File: src/rtl/sfp_ctrl_if.sv
// Handshake and bus signals between the sfp_ctrl sequencer and its environment.
// The slave modport is the controller's view; master is the driver's view.
interface sfp_ctrl_if #(
    parameter int CNT_BW = 4
);
    logic              start;
    logic              peer_ready;
    logic              local_ready;
    logic              psum_rd;
    logic [CNT_BW-1:0] psum_addr;
    logic              acc;
    logic              div;
    logic              fifo_ext_rd;
    logic              out_valid;
    logic [CNT_BW-1:0] out_addr;
    logic              busy;
    logic              done;

    modport slave (
        input  start, peer_ready,
        output local_ready, psum_rd, psum_addr, acc, div, fifo_ext_rd,
               out_valid, out_addr, busy, done
    );

    modport master (
        output start, peer_ready,
        input  local_ready, psum_rd, psum_addr, acc, div, fifo_ext_rd,
               out_valid, out_addr, busy, done
    );
endinterface

File: src/rtl/sfp_ctrl.sv
// Batch sequencer for one core's sfp_row softmax normalization: accumulate pass,
// lockstep sync with the peer controller, divide pass, drain, done pulse.
module sfp_ctrl #(
    parameter int ROWS   = 8,
    parameter int CNT_BW = 4
) (
    input logic          clk,
    input logic          reset,
    sfp_ctrl_if.slave    bus
);
    typedef enum logic [2:0] {
        S_IDLE, S_ACC, S_SYNC, S_DIV, S_DRAIN, S_DONE
    } state_e;

    localparam logic [CNT_BW-1:0] LAST_ROW = CNT_BW'(ROWS - 1);

    state_e            state_q;
    logic [CNT_BW-1:0] psum_addr_q;
    logic [CNT_BW-1:0] row_d1_q;
    logic [CNT_BW-1:0] out_addr_q;
    logic [1:0]        aux_q;
    logic              psum_rd_q;
    logic              acc_q;
    logic              div_q;
    logic              fifo_ext_rd_q;
    logic              out_valid_q;
    logic              local_ready_q;
    logic              busy_q;
    logic              done_q;

    // NOTE: every register here uses <= so all reads in this block see the
    // pre-edge value; blocking = would silently shorten the pipeline delays.
    always_ff @(posedge clk or negedge reset) begin
        if (!reset) begin
            state_q       <= S_IDLE;
            psum_addr_q   <= '0;
            row_d1_q      <= '0;
            out_addr_q    <= '0;
            aux_q         <= '0;
            psum_rd_q     <= 1'b0;
            acc_q         <= 1'b0;
            div_q         <= 1'b0;
            fifo_ext_rd_q <= 1'b0;
            out_valid_q   <= 1'b0;
            local_ready_q <= 1'b0;
            busy_q        <= 1'b0;
            done_q        <= 1'b0;
        end else begin
            // Row data arrives one cycle after the read; the divider adds one more.
            acc_q         <= (state_q == S_ACC);
            div_q         <= (state_q == S_DIV);
            fifo_ext_rd_q <= (state_q == S_DIV);
            out_valid_q   <= div_q;
            row_d1_q      <= psum_addr_q;
            out_addr_q    <= row_d1_q;
            done_q        <= 1'b0;

            case (state_q)
                S_IDLE: begin
                    if (bus.start) begin
                        state_q     <= S_ACC;
                        psum_rd_q   <= 1'b1;
                        psum_addr_q <= '0;
                        busy_q      <= 1'b1;
                    end
                end
                S_ACC: begin
                    if (psum_addr_q == LAST_ROW) begin
                        state_q     <= S_SYNC;
                        psum_rd_q   <= 1'b0;
                        psum_addr_q <= '0;
                        aux_q       <= '0;
                    end else begin
                        psum_addr_q <= psum_addr_q + 1'b1;
                    end
                end
                S_SYNC: begin
                    // Both controllers evaluate the same AND, so they enter DIV together.
                    if (local_ready_q && bus.peer_ready) begin
                        state_q       <= S_DIV;
                        local_ready_q <= 1'b0;
                        psum_rd_q     <= 1'b1;
                    end else if (aux_q == 2'd1) begin
                        local_ready_q <= 1'b1;
                    end else begin
                        aux_q <= aux_q + 2'd1;
                    end
                end
                S_DIV: begin
                    if (psum_addr_q == LAST_ROW) begin
                        state_q     <= S_DRAIN;
                        psum_rd_q   <= 1'b0;
                        psum_addr_q <= '0;
                        aux_q       <= '0;
                    end else begin
                        psum_addr_q <= psum_addr_q + 1'b1;
                    end
                end
                S_DRAIN: begin
                    if (aux_q == 2'd1) begin
                        state_q <= S_DONE;
                        done_q  <= 1'b1;
                    end else begin
                        aux_q <= aux_q + 2'd1;
                    end
                end
                S_DONE: begin
                    state_q <= S_IDLE;
                    busy_q  <= 1'b0;
                end
                default: state_q <= S_IDLE;
            endcase
        end
    end

    assign bus.local_ready = local_ready_q;
    assign bus.psum_rd     = psum_rd_q;
    assign bus.psum_addr   = psum_addr_q;
    assign bus.acc         = acc_q;
    assign bus.div         = div_q;
    assign bus.fifo_ext_rd = fifo_ext_rd_q;
    assign bus.out_valid   = out_valid_q;
    assign bus.out_addr    = out_addr_q;
    assign bus.busy        = busy_q;
    assign bus.done        = done_q;
endmodule

File: src/flat_wrapper.sv
// flat-port wrapper written by rule: the top's interface ports become plain ports
module sfp_ctrl_flat 
#(
    parameter int ROWS   = 8,
    parameter int CNT_BW = 4
)
  (clk, reset, bus_start, bus_peer_ready, bus_local_ready, bus_psum_rd, bus_psum_addr, bus_acc, bus_div, bus_fifo_ext_rd, bus_out_valid, bus_out_addr, bus_busy, bus_done);
  sfp_ctrl_if #(.CNT_BW(CNT_BW)) bus_i ();
  input logic clk;
  input logic reset;
  input wire logic [$bits(bus_i.start)-1:0] bus_start;
  input wire logic [$bits(bus_i.peer_ready)-1:0] bus_peer_ready;
  output wire logic [$bits(bus_i.local_ready)-1:0] bus_local_ready;
  output wire logic [$bits(bus_i.psum_rd)-1:0] bus_psum_rd;
  output wire logic [$bits(bus_i.psum_addr)-1:0] bus_psum_addr;
  output wire logic [$bits(bus_i.acc)-1:0] bus_acc;
  output wire logic [$bits(bus_i.div)-1:0] bus_div;
  output wire logic [$bits(bus_i.fifo_ext_rd)-1:0] bus_fifo_ext_rd;
  output wire logic [$bits(bus_i.out_valid)-1:0] bus_out_valid;
  output wire logic [$bits(bus_i.out_addr)-1:0] bus_out_addr;
  output wire logic [$bits(bus_i.busy)-1:0] bus_busy;
  output wire logic [$bits(bus_i.done)-1:0] bus_done;
  assign bus_i.start = bus_start;
  assign bus_i.peer_ready = bus_peer_ready;
  assign bus_local_ready = bus_i.local_ready;
  assign bus_psum_rd = bus_i.psum_rd;
  assign bus_psum_addr = bus_i.psum_addr;
  assign bus_acc = bus_i.acc;
  assign bus_div = bus_i.div;
  assign bus_fifo_ext_rd = bus_i.fifo_ext_rd;
  assign bus_out_valid = bus_i.out_valid;
  assign bus_out_addr = bus_i.out_addr;
  assign bus_busy = bus_i.busy;
  assign bus_done = bus_i.done;
  sfp_ctrl #(.ROWS(ROWS), .CNT_BW(CNT_BW)) u_core (.clk(clk), .reset(reset), .bus(bus_i));
endmodule
File: config.mk
export PLATFORM = sky130hd
export DESIGN_NAME = sfp_ctrl_flat
export DESIGN_NICKNAME = d
export VERILOG_FILES = /design/src/rtl/sfp_ctrl_if.sv /design/src/rtl/sfp_ctrl.sv /design/src/flat_wrapper.sv
export SDC_FILE = /design/constraint.sdc
export NUM_CORES = 1
export LEC_CHECK = 0
export BUFFER_PORTS_ARGS = -buffer_cell sky130_fd_sc_hd__buf_2
export CELL_PAD_IN_SITES_DETAIL_PLACEMENT = 0
export CELL_PAD_IN_SITES_GLOBAL_PLACEMENT = 1
export CORE_UTILIZATION = 41
export DETAILED_ROUTE_END_ITERATION = 7
export PLACE_DENSITY_LB_ADDON = 0.1
export SLEW_MARGIN = 20
export SYNTH_ARGS = -nofsm -noshare
export SYNTH_HDL_FRONTEND = slang
export SYNTH_SLANG_ARGS = --single-unit
export TNS_END_PERCENT = 5
File: constraint.sdc
create_clock -name clk -period 2 [get_ports clk]
set_clock_uncertainty 0.2 [all_clocks]
set_input_delay 0.2 -clock clk [delete_from_list [all_inputs] [get_ports clk]]
set_output_delay 0.2 -clock clk [all_outputs]
set_load 0.05 [all_outputs]
# Word level (Yosys, flattened, before mapping)

Cells that the tools add are included.

Latch bits: 0
Memory bits (writable): 0
Memories: 0
Word-level logic and storage cells: 64
Register bits after elaboration: 24
Memory bits (read-only): 0

Bitwise gates (word level): 0
Muxes and demuxes: 22
$lt $le $gt $ge: 0
Shifts and indexed selects: 0
Reduce and logical (&&, ||, !) cells: 14
Multiply operators: 0
Equality and inequality tests: 14
Add/subtract/negate cells: 2
Div/mod/pow operators: 0

Operators by type and width:

| kind                | count |
|---|---|
| $mux 3              | 5 |
| $pmux 3 s5          | 1 |
| $mux 4              | 2 |
| $ne 2x2->1 const B  | 4 |
| $pmux 4 s2          | 1 |
| $mux 1              | 7 |
| $eq 3x2->1 const B  | 2 |
| $eq 3x3->1 const B  | 2 |
| $mux 2              | 3 |
| $ne 2x1->1 const B  | 3 |
| $pmux 2 s3          | 1 |
| $reduce_and 2->1    | 3 |
| $reduce_bool 2->1   | 3 |
| $reduce_bool 3->1   | 2 |
| $reduce_and 5->1    | 1 |
| $add 4x1->4 const B | 1 |
| $eq 4x3->1 const B  | 1 |
| $reduce_and 4->1    | 1 |
| $eq 3x1->1 const B  | 1 |
| $logic_not 3->1     | 1 |
| $pmux 1 s3          | 1 |
| $reduce_and 3->1    | 1 |
| $add 2x1->2 const B | 1 |
| $eq 2x1->1 const B  | 1 |
| 3 further kinds     | 3 |

# Longest topological paths before layout

Word-level depth: 4
Mapped depth: 7
Mapped depth without buffers: 6

# Worst setup path before layout

No wires, ideal clock.

Path type: register to register
Start: reg u_core.psum_addr_q[0] (netlist: u_core.bus.psum_addr[0])
End: reg u_core.aux_q[0]
Arrival: 1.517 ns
Required time: 1.670 ns
Path slack: 0.153 ns
Library setup time: 0.130 ns
Cell stages (with the launch flop): 6
Path buffers: 0
Path through: dfrtp_1 -> ha_1 -> nand3b_4 -> and2_2 -> o22ai_1 -> a221oi_2

Word-level cells in the longest chain between the ends: 3

Ends and longest elaborated chain:

| what                              | line                           | source |
|---|---|---|
| start: declaration                | sfp_ctrl.sv:18                 | `logic [CNT_BW-1:0] psum_addr_q;` |
| start signal: assignment          | sfp_ctrl.sv:74                 | `psum_addr_q <= psum_addr_q + 1'b1;` |
| start signal: assignment          | sfp_ctrl.sv:96                 | `psum_addr_q <= psum_addr_q + 1'b1;` |
| $eq 4x3->1                        | sfp_ctrl.sv:68, sfp_ctrl.sv:90 |  |
| $ne 2x1->1 (no source line)       | -                              |  |
| $reduce_and 3->1 (no source line) | -                              |  |
| end signal: assignment            | sfp_ctrl.sv:86                 | `aux_q <= aux_q + 2'd1;` |
| end signal: assignment            | sfp_ctrl.sv:104                | `aux_q <= aux_q + 2'd1;` |
| end: declaration                  | sfp_ctrl.sv:21                 | `logic [1:0] aux_q;` |

No other way between the ends.
A chain may end at the register's enable or synchronous reset.

# Worst setup path after layout

Start: reg u_core.psum_addr_q[0] (netlist: u_core.bus.psum_addr[0])
End: reg u_core.psum_addr_q[3] (netlist: u_core.bus.psum_addr[3])

Word-level cells in the longest chain between the ends: 3

Ends and longest elaborated chain:

| what                                             | line                           | source |
|---|---|---|
| $add 4x1->4 / $eq 4x3->1 (equally long branches) | -                              |  |
| $mux 4 *                                         | sfp_ctrl.sv:68, sfp_ctrl.sv:90 |  |
| $pmux 4 s2 *                                     | sfp_ctrl.sv:58                 | `case (state_q)` |

Mark *: on every way between the ends. The rest lies on a longest branch, timed or not.

==> results.py <==
metrics = {
    "run_status": {
        "status": "finished, final reports clean",
    },
    "synth": {
        "synth_xor_area_share_pct": 0.844,
        "syn_area_mm2": 0.00104,
        "synth-adder-area-share_pct": 2.41,
        "synth_edf_count": 0,
        "ys_seq_area_share_pct": 57.9,
        "synth-seq-cells": 24,
        "synth-compound-area-share_pct": 17.7,
        "yosys.cell_types.count": 31,
        "ys_top_cells_by_area": "dfrtp_1 (58%), a21oi_1 (4.3%), o21ai_0 (3.4%)",
        "syn_inst": 94,
        "synth.top_cells.by_count": "dfrtp_1 (24), a21oi_1 (9), o21ai_0 (7)",
        "syn_avg_cell_area_um2": 11.0,
        "yosys.area_share.simple_pct": 16.0,
        "yosysTopAreaCell": "dfrtp_1",
        "synth_fp_nets": 100,
        "yosysMostFrequentCell": "dfrtp_1",
        "ys_async_sr_fraction_pct": 100,
        "synth_flop_cell": "dfrtp_1",
        "yosys-mux-area-fraction_pct": 0,
        "yosys_warnings": 0,
        "netlist.area_leader.share_pct": 57.9,
        "synth_top_family_by_area": "compound AO/OA/AOI/OAI gates",
    },
    "grt": {
        "antenna_found_initial": 0,
        "grt_max_degree": 25,
        "top_usage_layer": "met2",
        "grt_pass1_wl_mm": 3.00,
        "use_met2_pct": 22.8,
        "use_met3_pct": 2.90,
        "grt_use_total_pct": 15.2,
        "grt-ovfl-total": 0,
        "grt_use_met1_pct": 21.8,
        "grt_pass1_vias": 663,
    },
    "timing": {
        "setup_viol": 0,
        "drv_slew": 0,
        "relSlewSlack_pct": 64.9,
        "hold_violations": 0,
        "worst_pin_slew_ns": 0.527,
        "fmax_mhz": 613,
        "period_share_pct": 81.5,
        "hold_slack_ns": 0.163,
        "finalCriticalPeriod_ns": 1.63,
        "rsz0062_at_grt": "no",
        "fin_setup_tns_ns": 0,
    },
    "final_layout": {
        "layout-drive-gt1-share_pct": 24.3,
        "num-nets-final": 122,
        "syn_to_final_growth_pct": 17.3,
        "instances_no_fill": 143,
        "antennaDiodeCount": 0,
    },
    "clock_tree": {
        "cts_made_buffers": 3,
        "cts.sinks": 24,
        "ctsHtreeMaxLevel": 1,
        "clk_pin_slew_ns": 0.13,
        "cts_setup_buffers": 0,
        "clockBufferDepth": 2,
        "cts_tree": "yes",
        "clk_latency_ns": 0.30,
        "cts-root-buf": "clkbuf_4",
    },
    "worst_setup_path": {
        "cp_data_arrival_time_ns": 1.67,
        "crit_path_start_kind": "flop",
        "crit_fanout": 8,
        "crit_path_end_kind": "flop",
        "required_ns": 2.04,
        "path_class": "reg -> reg",
    },
    "detailed_routing": {
        "drc": 0,
        "num_vias": 730,
        "wl_mm": 1.75,
        "drtPass1Iterations": 4,
        "ant_nets": 0,
        "vias_per_cell": 5.10,
        "drt-initial-drc-count": 15,
        "wl_per_cell_um": 12.3,
    },
    "floorplanning": {
        "die_h_um": 52.3,
        "ios": 20,
        "rows": 17,
        "start_util_pct": 45.2,
        "core_area_mm2": 0.00230,
        "die-area_mm2": 0.00273,
        "die_width_um": 52.3,
    },
    "placed_design": {
        "dp_hpwl_mm": 1.19,
        "finalWeightedCongestion": 0.837,
        "dp_cells": 136,
        "port_buffers": 19,
    },
    "hold_path": {
        "hp-class": "reg -> reg",
    },
    "run": {
        "cap_violations": 0,
    },
}
-- worst max-delay path, stage by stage, from the launching register on --
cell and delay (ns):
dfrtp_1 0.45, ha_1 0.27, nand3b_4 0.14, nand2_2 0.08
or3_1 0.34, o21ai_1 0.08
-- path summary, 6_finish.rpt --
| path | start | cells after the start | end | slack [ns] |
|---|---|---|---|---|
| max | u_core.bus.psum_addr[0] | 5 | u_core.bus.psum_addr[3] | 0.37 |
| min | u_core.row_d1_q[2] | 0 | u_core.bus.out_addr[2] | 0.16 |
| max reg2reg | u_core.bus.psum_addr[0] | 5 | u_core.bus.psum_addr[3] | 0.37 |
| min reg2reg | u_core.row_d1_q[2] | 0 | u_core.bus.out_addr[2] | 0.16 |
| max in group asynchronous | reset | 2 | u_core.bus.local_ready | 1.07 |
| min in group asynchronous | reset | 2 | u_core.bus.out_addr[2] | 0.18 |
-- kinds of logic after synthesis --
family                     count (synthesis)
AOI/OAI and AO/OA                         30
and+or+nand+nor                           27
DFF                                       24
buffers and inverters                     10
adders and majority gates                  2
xor gates and xnor gates                   1
-- layout make-up --
type / instances / area, um^2
inverters: 5 / 18.8
clock buffers: 3 / 22.5
fillers: 215 / 1080
multi-input cells: 60 / 384
flip-flops and latches: 24 / 601
clock inverters: 1 / 30.0
well taps: 28 / 35.0
repair buffers: 22 / 125
-- what timing repair did --
| item | CTS | global route |
|---|---|---|
| resized for setup | 0 | 0 |
| hold buffers | 3 | 0 |
| endpoints found under the hold margin | 26 | 0 |
-- per-stage QoR --
stage / setup WS, ns / cell area, um^2 / utilization [%]
global route: 0.196 / 1220 / 52.9
CTS: 0.354 / 1220 / 52.9
finish: 0.369 / 1220 / 52.9
global placement: 0.385 / 1130 / 49.3
detailed placement: 0.380 / 1130 / 49.3
floorplan: 0.153 / 1040 / -
-- registers in the layout, summed over array words and instances, names as in the netlist --
name and count:
u_core.bus.psum_addr 4, u_core.bus.local_ready 1, u_core.aux_q 2, u_core.bus.div 1, u_core.bus.out_addr 4, u_core.row_d1_q 4, u_core.bus.out_valid 1, u_core.bus.busy 1
u_core.bus.acc 1, u_core.state_q 3, u_core.bus.psum_rd 1, u_core.bus.done 1
-- per-layer routing --
| metal | share of wire (%) | vias up |
|---|---|---|
| met3 | 4.4 | 4 |
| met4 | 1.4 | 0 |
| met5 | 0 | - |
| li1 | - | 372 |
| met2 | 43 | 16 |
| met1 | 51 | 338 |
-- layout by cell type, fill, tap and decap left out, types with 2 or more instances in the layout --
cell	instances
o21ai_1	2
nand2b_1	2
or3_1	2
a22o_1	2
nor2b_1	3
nand2_1	6
dfrtp_1	24
dlygate4sd3_1	3
inv_1	5
a21oi_1	9
o22ai_1	3
nor3_1	2
o21ai_0	7
a31oi_1	3
nand3_1	3
clkbuf_4	3
nor2_1	2
buf_2	19
ha_1	2
Power is not shown: default switching activity piles up to over one toggle a cycle in this logic, so the estimate is an artifact.
